===== src/rtl/dual_queue_arbiter.sv =====
// Two circular FIFOs sharing one single-port synchronous RAM, each queue
// owning one half of the address space, with a round-robin access arbiter.
//
// Ports:
//   CLK, RST          clock, asynchronous active-high reset
//   WR_REQ, RD_REQ    per-queue requests (bit c = queue c), held until granted
//   Din0, Din1        write data for queue 0 / 1, sampled on the grant edge
//   WR_GNT, RD_GNT    registered one-cycle grant pulses
//   full, Empty       per-queue status, decoded from the registered counts
//   Dout, RD_VALID    read data and the one-cycle pulse naming its queue
//   ram_addr, ram_din, ram_read, ram_write   registered RAM commands
//   ram_dout          RAM read data, valid one cycle after ram_read
module dual_queue_arbiter #(
  parameter int ADDR_WIDTH = 8,
  parameter int DATA_WIDTH = 10,
  parameter int MEM_SIZE   = 256
) (
  input  logic                  CLK,
  input  logic                  RST,
  input  logic [1:0]            WR_REQ,
  input  logic [1:0]            RD_REQ,
  input  logic [DATA_WIDTH-1:0] Din0,
  input  logic [DATA_WIDTH-1:0] Din1,
  output logic [1:0]            WR_GNT,
  output logic [1:0]            RD_GNT,
  output logic [1:0]            full,
  output logic [1:0]            Empty,
  output logic [DATA_WIDTH-1:0] Dout,
  output logic [1:0]            RD_VALID,
  output logic [ADDR_WIDTH-1:0] ram_addr,
  output logic [DATA_WIDTH-1:0] ram_din,
  output logic                  ram_read,
  output logic                  ram_write,
  input  logic [DATA_WIDTH-1:0] ram_dout
);

  localparam int HALF = MEM_SIZE / 2;
  localparam int PW   = (HALF > 1) ? $clog2(HALF) : 1;
  localparam int CW   = $clog2(HALF + 1);

  localparam logic [ADDR_WIDTH-1:0] BASE1 = ADDR_WIDTH'(HALF);
  localparam logic [PW-1:0]         PMAX  = PW'(HALF - 1);
  localparam logic [CW-1:0]         CFULL = CW'(HALF);

  logic [1:0][PW-1:0]     r_head;
  logic [1:0][PW-1:0]     r_tail;
  logic [1:0][CW-1:0]     r_cnt;
  logic [1:0]             r_last;
  logic [1:0]             r_wr_gnt;
  logic [1:0]             r_rd_gnt;
  logic [1:0]             r_rd_valid;
  logic                   r_ram_read;
  logic                   r_ram_write;
  logic [ADDR_WIDTH-1:0]  r_ram_addr;
  logic [DATA_WIDTH-1:0]  r_ram_din;

  logic [3:0]             w_elig;
  logic                   w_found;
  logic [1:0]             w_slot;
  logic [1:0]             w_idx;
  logic                   w_q;
  logic                   w_rd;
  logic [1:0]             w_qsel;
  logic [PW-1:0]          w_ptr;
  logic [PW-1:0]          w_ptr_nxt;
  logic [ADDR_WIDTH-1:0]  w_addr;

  always_comb begin
    for (int c = 0; c < 2; c++) begin
      full[c]  = (r_cnt[c] == CFULL);
      Empty[c] = (r_cnt[c] == '0);
    end
  end

  // Slot order: 0 = WR0, 1 = RD0, 2 = WR1, 3 = RD1
  assign w_elig = {RD_REQ[1] & ~Empty[1],
                   WR_REQ[1] & ~full[1],
                   RD_REQ[0] & ~Empty[0],
                   WR_REQ[0] & ~full[0]};

  // Round-robin: scan upward from last grant + 1; 2-bit add wraps
  always_comb begin
    w_found = 1'b0;
    w_slot  = r_last;
    w_idx   = '0;
    for (int i = 1; i <= 4; i++) begin
      w_idx = r_last + 2'(i);
      if (!w_found && w_elig[w_idx]) begin
        w_found = 1'b1;
        w_slot  = w_idx;
      end
    end
  end

  assign w_q       = w_slot[1];
  assign w_rd      = w_slot[0];
  assign w_qsel    = w_q ? 2'b10 : 2'b01;
  assign w_ptr     = w_rd ? r_head[w_q] : r_tail[w_q];
  assign w_ptr_nxt = (w_ptr == PMAX) ? '0 : w_ptr + 1'b1;
  assign w_addr    = (w_q ? BASE1 : '0) + ADDR_WIDTH'(w_ptr);

  always_ff @(posedge CLK or posedge RST) begin
    if (RST) begin
      r_head      <= '0;
      r_tail      <= '0;
      r_cnt       <= '0;
      r_last      <= 2'd3;
      r_wr_gnt    <= '0;
      r_rd_gnt    <= '0;
      r_rd_valid  <= '0;
      r_ram_read  <= 1'b0;
      r_ram_write <= 1'b0;
      r_ram_addr  <= '0;
      r_ram_din   <= '0;
    end else begin
      r_wr_gnt    <= '0;
      r_rd_gnt    <= '0;
      r_ram_read  <= 1'b0;
      r_ram_write <= 1'b0;
      // RAM data lands one cycle after the read command
      r_rd_valid  <= r_rd_gnt;
      if (w_found) begin
        r_last     <= w_slot;
        r_ram_addr <= w_addr;
        if (w_rd) begin
          r_ram_read   <= 1'b1;
          r_rd_gnt     <= w_qsel;
          r_head[w_q]  <= w_ptr_nxt;
          r_cnt[w_q]   <= r_cnt[w_q] - CW'(1);
        end else begin
          r_ram_write  <= 1'b1;
          r_ram_din    <= w_q ? Din1 : Din0;
          r_wr_gnt     <= w_qsel;
          r_tail[w_q]  <= w_ptr_nxt;
          r_cnt[w_q]   <= r_cnt[w_q] + CW'(1);
        end
      end
    end
  end

  assign WR_GNT    = r_wr_gnt;
  assign RD_GNT    = r_rd_gnt;
  assign RD_VALID  = r_rd_valid;
  assign ram_read  = r_ram_read;
  assign ram_write = r_ram_write;
  assign ram_addr  = r_ram_addr;
  assign ram_din   = r_ram_din;
  // Gated so Dout reads 0 outside a valid pulse
  assign Dout      = (|r_rd_valid) ? ram_dout : '0;

endmodule

===== config.mk =====
export PLATFORM = sky130hd
export DESIGN_NAME = dual_queue_arbiter
export DESIGN_NICKNAME = d
export VERILOG_FILES = /design/src/rtl/dual_queue_arbiter.sv
export SDC_FILE = /design/constraint.sdc
export NUM_CORES = 1
export LEC_CHECK = 0
export ABC_AREA = 1
export BUFFER_PORTS_ARGS = -buffer_cell sky130_fd_sc_hd__buf_2
export CELL_PAD_IN_SITES_DETAIL_PLACEMENT = 1
export CELL_PAD_IN_SITES_GLOBAL_PLACEMENT = 2
export CORE_MARGIN = 3
export CORE_UTILIZATION = 31
export CTS_CLUSTER_SIZE = 40
export DETAILED_ROUTE_END_ITERATION = 12
export MAX_ROUTING_LAYER = met4
export PLACE_DENSITY_LB_ADDON = 0.1
export SYNTH_ARGS = -nofsm -noshare
export SYNTH_HDL_FRONTEND = slang
export SYNTH_SLANG_ARGS = --single-unit

===== constraint.sdc =====
create_clock -name CLK -period 4.1 [get_ports CLK]
set_clock_uncertainty 0.2 [all_clocks]
set_input_delay 0.205 -clock CLK [delete_from_list [all_inputs] [get_ports CLK]]
set_output_delay 0.205 -clock CLK [all_outputs]
set_load 0.1 [all_outputs]

# After elaboration in Yosys (flattened, before gate mapping)
# Index checks and enable logic that the tools add are counted.
# classes
order_cmp	6
n_eq_ne	3
n_mux	45
n_bitwise	9
reduce_logical	12
add_sub_neg	7
# op_table
op	count
2-to-1 mux 7 bit	7
bitwise mux 16 bit	2
2-to-1 mux 8 bit	4
bitwise mux 14 bit	2
2-to-1 mux 10 bit	2
2-to-1 mux 2 bit	9
equality test 8 bit, second input constant	2
zero test 8 bit	2
2-to-1 mux 16 bit	1
< comparator 2 x 3 -> 1 bit, second input constant	4
2-to-1 mux 1 bit	12
adder 8 x 1 -> 8 bit, second input constant	1
adder 8 x 7 -> 8 bit	1
binary-select mux 1 bit (select 2 bit)	4
demux 8 bit (select 1 bit)	1
subtractor 8 x 1 -> 8 bit, second input constant	1
adder 7 x 1 -> 7 bit, second input constant	1
demux 7 bit (select 1 bit)	1
equality test 7 bit, second input constant	1
NOT 1 bit	5
adder 2 bit, second input constant	2
AND 1 bit	4
logical AND 1 bit	4
AND reduction 2 bit	2
5 further kinds	7
# word_totals
wordCells	96
ff_bits	72
input_bits	36

# Depth between registers and ports, before layout
# logic_depth
depth_word	21
mapped_depth	24
mapped_depth_nobuf	22

# Worst setup path before layout
# No wires, ideal clock.
# synth_path
path_type	register to register
startpoint	register r_last[0]
endpoint	register r_tail[5] (netlist name)
path_stages_with_launch	21
arrival_ns	2.882
t_required_ns	3.782
path_buffers	4
path_slack_ns	0.900
path_cell_list	dfstp_2 > buf_2 > inv_2 > nand3_1 > nand2_1 > o21ai_2 > nand3_1 > nand3_1 > nand2_2 > buf_6 > buf_6 > o21ai_0 > nand2_1 > nand2_1 > ha_1 > nand3_1 > nor2_2 > nand2_2 > buf_4 > nand3_1 > nand2_1
# synth_between
elab_chain_len	19
word_cells_on_any_way	41
classes_between	add/sub: 4; order compare: 2; eq/ne: 1; mux: 25; bitwise: 1; reduce/logical: 8
# synth_lines
element	line_no	rtl
start: declaration	48	logic [1:0] r_last;
start signal: assignment	123	r_last <= w_slot;
adder 2 x 1 -> 2 bit	87	w_idx = r_last + 2'(i);
binary-select mux 1 bit (select 2 bit)	88	if (!w_found && w_elig[w_idx]) begin
2-to-1 mux 1 bit (not written as such)	88	
2-to-1 mux 1 bit	88	
zero test 1 bit	88	
logical AND 1 bit	88	
2-to-1 mux 1 bit	88	
zero test 1 bit	88	
(+2 left out)	--	
zero test 1 bit	88	
logical AND 1 bit	88	
2-to-1 mux 2 bit	88	
2-to-1 mux 7 bit (not written as such) (2 in a row)	98	assign w_ptr = w_rd ? r_head[w_q] : r_tail[w_q];
2-to-1 mux 7 bit	98	
adder 7 x 1 -> 7 bit / equality test 7 bit (equally long branches)	99	assign w_ptr_nxt = (w_ptr == PMAX) ? '0 : w_ptr + 1'b1;
2-to-1 mux 7 bit	99	
bitwise mux 14 bit	134	r_tail[w_q] <= w_ptr_nxt;
end signal: indexed assignment	134	
end: declaration	46	logic [1:0][PW-1:0] r_tail;
# Several ways; a longest one is shown, not always the timed one. The select of a mux whose other input is x is not followed.
# A chain may end at the register's enable or synchronous reset.

# Worst setup path in the final report
# layout_path
startpoint	register r_cnt[2] (netlist name)
endpoint	register r_head[4] (netlist name)
# layout_between
elab_chain_len	21
word_cells_on_any_way	43
classes_between	add/sub: 1; order compare: 2; eq/ne: 2; mux: 25; bitwise: 4; reduce/logical: 9
# layout_lines
element	line_no	rtl
start: declaration	47	logic [1:0][CW-1:0] r_cnt;
start signal: indexed assignment	129	r_cnt[w_q] <= r_cnt[w_q] - CW'(1);
start signal: indexed assignment	135	r_cnt[w_q] <= r_cnt[w_q] + CW'(1);
equality test 8 bit / zero test 8 bit (equally long branches)	70, 71	
NOT 1 bit (on tied branches)	79, 78	
AND 1 bit (on tied branches)	79, 78	
binary-select mux 1 bit (select 2 bit)	88	
2-to-1 mux 1 bit (not written as such)	88	
2-to-1 mux 1 bit	88	
zero test 1 bit	88	
logical AND 1 bit	88	
(+4 left out)	--	
zero test 1 bit	88	
logical AND 1 bit	88	
2-to-1 mux 2 bit	88	
2-to-1 mux 7 bit (not written as such) (2 in a row)	98	
2-to-1 mux 7 bit	98	
adder 7 x 1 -> 7 bit / equality test 7 bit (equally long branches)	99	
2-to-1 mux 7 bit	99	
bitwise mux 14 bit	128	r_head[w_q] <= w_ptr_nxt;
end signal: indexed assignment	128	
end: declaration	45	logic [1:0][PW-1:0] r_head;
# Several ways; a longest one is shown, not always the timed one. The select of a mux whose other input is x is not followed.

==> impl_metrics.yaml <==
timing:
  setup_viol: 0
  rsz0062_at_grt: "false"
  drv_slew: 0
  slew_headroom_pct: 43.30
  fin_crit_sh_pct: 90.32
  fin_setup_tns_ns: 0
  hold_slack_ns: 0.1784
  fin_crit_ns: 3.703
  hold_viol: 0
  worst_pin_slew_ns: 0.8498
  fmax_mhz: 270.0
synthesis:
  synth-xor-area-share_pct: 2.452
  synth_area_mm2: 0.004133
  yosys.area.top_type: "dfrtp_1"
  synth.avg_cell_area_um2: 6.969
  yosys-top-cells-area: "dfrtp_1 42%, nand2_1 21%, nand3_1 7.5%, nor2_1 5.1%, inv_1 4.9%"
  muxShareOfSynthArea_pct: 0
  synth_top_area_share_pct: 42.39
  synth_nets: 632
  synth-compound-area-share_pct: 8.538
  ys_warn_count: 0
  synthAdderAreaFrac_pct: 0.9083
  synth_cells: 593
  synth-simple-area-share_pct: 36.27
  synth_top_family_by_area: "simple AND/OR/NAND/NOR gates"
  synth_seq_cells: 72
  ys_seq_area_share_pct: 43.66
  yosysUniqueCellTypes: 25
worst_setup_path:
  cp_max_fo: 13
  path_common_cell: "nand2_1"
  crit_path_end_kind: "flop"
  path_delay_family: "simple AND/OR/NAND/NOR gates"
  critPathKind: "reg2reg"
  path_cells: "inv_1 > nand2_1 > nor2_2 > nand2_1 > nand3_1 > nand3_1 > nand2_1 > nand2_1 > nand2_2 > xor2_2 > nand2_1 > nand2_1 > ha_1 > nand3_1 > nor2_4 > xor2_1 > o21ai_1"
  crit_buf_inv: 1
  slowest_stage: "xor2_2"
  start_kind: "flop"
  arrival_ns: 3.71
  critPathMaxStageDelay_ns: 0.68
  cp_data_required_time_ns: 4.11
floorplan:
  fp.dieArea_mm2: 0.01475
  core_area_mm2: 0.01282
  rows: 41
  ioPinCount: 76
  die_h_um: 121.5
  die_w_um: 121.5
  initial_core_util_pct: 32.22
detailed_routing:
  drc: 0
  met3_length_um: 386
  wirelength_mm: 13.34
  dr.pass1.iters: 4
  top_layer: "met4"
  wl_met2_mm: 6.507
  antenna_left: 0
  viasPerCell: 4.759
  drt-initial-drc-count: 150
  wl_met1_mm: 6.255
  wl_per_cell_um: 15.41
  vias: 4121
cells_and_area:
  final_util_pct: 40.95
  antenna_cells: 0
  drive_above_1_share_pct: 18.59
  instances_no_fill: 866
  area_delta_synth_final_pct: 27.07
  final_nets: 728
placement:
  dp_hpwl_mm: 9.879
  placed_cells: 829
  place_congestion: 0.8389
  io_buffers: 75
clock_network:
  cts_tree: "built"
  h-tree-depth: 3
  clock_sinks: 72
  cts-root-buf: "clkbuf_16"
  post-cts-setup-buffer-count: 0
  cts_made_buffers: 9
  path_clk_slew_ns: 0.06
  clk_latency_ns: 0.35
  clk_path_buf_depth: 2
run_status:
  run_status: "completed"
global_routing:
  grt_usage_pct: 19.97
  grt_max_degree: 38
  grt_pass1_vias: 4483
  grt_pass1_wl_mm: 22.51
  overflow: 0
  antenna_found_initial: 0
hold_path:
  hold_path.class: "reg2reg"
flow_run:
  cap_viol_max_count: 0
[path summary, 6_finish.rpt]
check	start	to	slack (ns)	cells past startpoint
max reg2reg	r_cnt[2]	r_head[4]	0.40	17
min	RD_GNT[0]	RD_VALID[0]	0.18	0
max in group asynchronous	RST	async pin	2.32	4
min in group asynchronous	RST	r_head[10]	0.37	3
max	r_cnt[2]	r_head[4]	0.40	17
min reg2reg	RD_GNT[0]	RD_VALID[0]	0.18	0
[metrics by stage]
step           cell area (µm²)  setup WS, ns
2_1_floorplan             4133        0.8999
3_3_place_gp              4678        0.3060
3_5_place_dp              4678        0.1970
4_1_cts                   5220        0.1395
5_1_grt                   5251       0.01452
6_report                  5251        0.3967
[what timing repair did]
action | CTS | global route
hold endpoints to repair | 44 | 0
setup endpoints to repair | 0 | 38
hold buffers | 21 | 0
resized for setup | 0 | 6
[final cells by class]
type / count / area (µm²)
clock buffers: 10 / 239.0
clock inverters: 6 / 92.59
fillers: 1642 / 7574
inverters: 62 / 232.7
multi-input cells: 440 / 2022
flip-flops and latches: 72 / 1804
well taps: 172 / 215.2
repair buffers: 104 / 645.6
[layout by cell type (no fill, tap or decap), drive strengths merged]
master and count:
nand2 233, buf 83, dfrtp 70, nand3 62, inv 62, nor2 61
o21ai 49, dlygate4sd3 21, a31oi 11, clkbuf 10, xor2 8, nand4 6
nand3b 3, ha 3, o22ai 2, bufinv 2, clkinv 2, clkinvlp 2
dfstp 2, xnor2 1, o211ai 1
[sequential cells by signal, summed over array words and instances (netlist names), named ones only]
signal,cells
ram_addr,8
r_tail,14
ram_read,1
ram_write,1
ram_din,10
WR_GNT,2
r_head,14
r_cnt,14
RD_GNT,2
r_last,2
RD_VALID,2
[cells in the mapped netlist, drive strengths merged]
cell    instances
nand2         233
dfrtp          70
inv            62
nand3          62
nor2           61
o21ai          49
a31oi          11
clkbuf         10
buf             9
xor2            8
nand4           6
ha              3
nand3b          3
dfstp           2
o22ai           2
o211ai          1
xnor2           1
[routing by layer]
| layer | up-vias | GRT usage (%) |
|---|---|---|
| li1 | 2071 | - |
| met1 | 1967 | 25.01 |
| met2 | 69 | 33.85 |
| met3 | 14 | 2.657 |
| met4 | 0 | 5.812 |
| met5 | - | - |
[worst register-to-register path, stage by stage, from the launching register on]
cell	delay (ns)
dfrtp_1	0.40
inv_1	0.13
nand2_1	0.08
nor2_2	0.11
nand2_1	0.11
nand3_1	0.13
nand3_1	0.09
nand2_1	0.11
nand2_1	0.08
nand2_2	0.11
xor2_2	0.68
nand2_1	0.14
nand2_1	0.21
ha_1	0.23
nand3_1	0.14
nor2_4	0.19
xor2_1	0.34
o21ai_1	0.10
[logic make-up (layout without fill, tap and decap cells)]
group           after synthesis  in the layout
buf+inv                      81            182
flops                        72             72
simple gates                365            365
compound gates               63             63
xor+xnor                      9              9
fa+ha+maj                     3              3
Power is not shown: default switching activity piles up to over one toggle a cycle in this logic, so the estimate is an artifact.
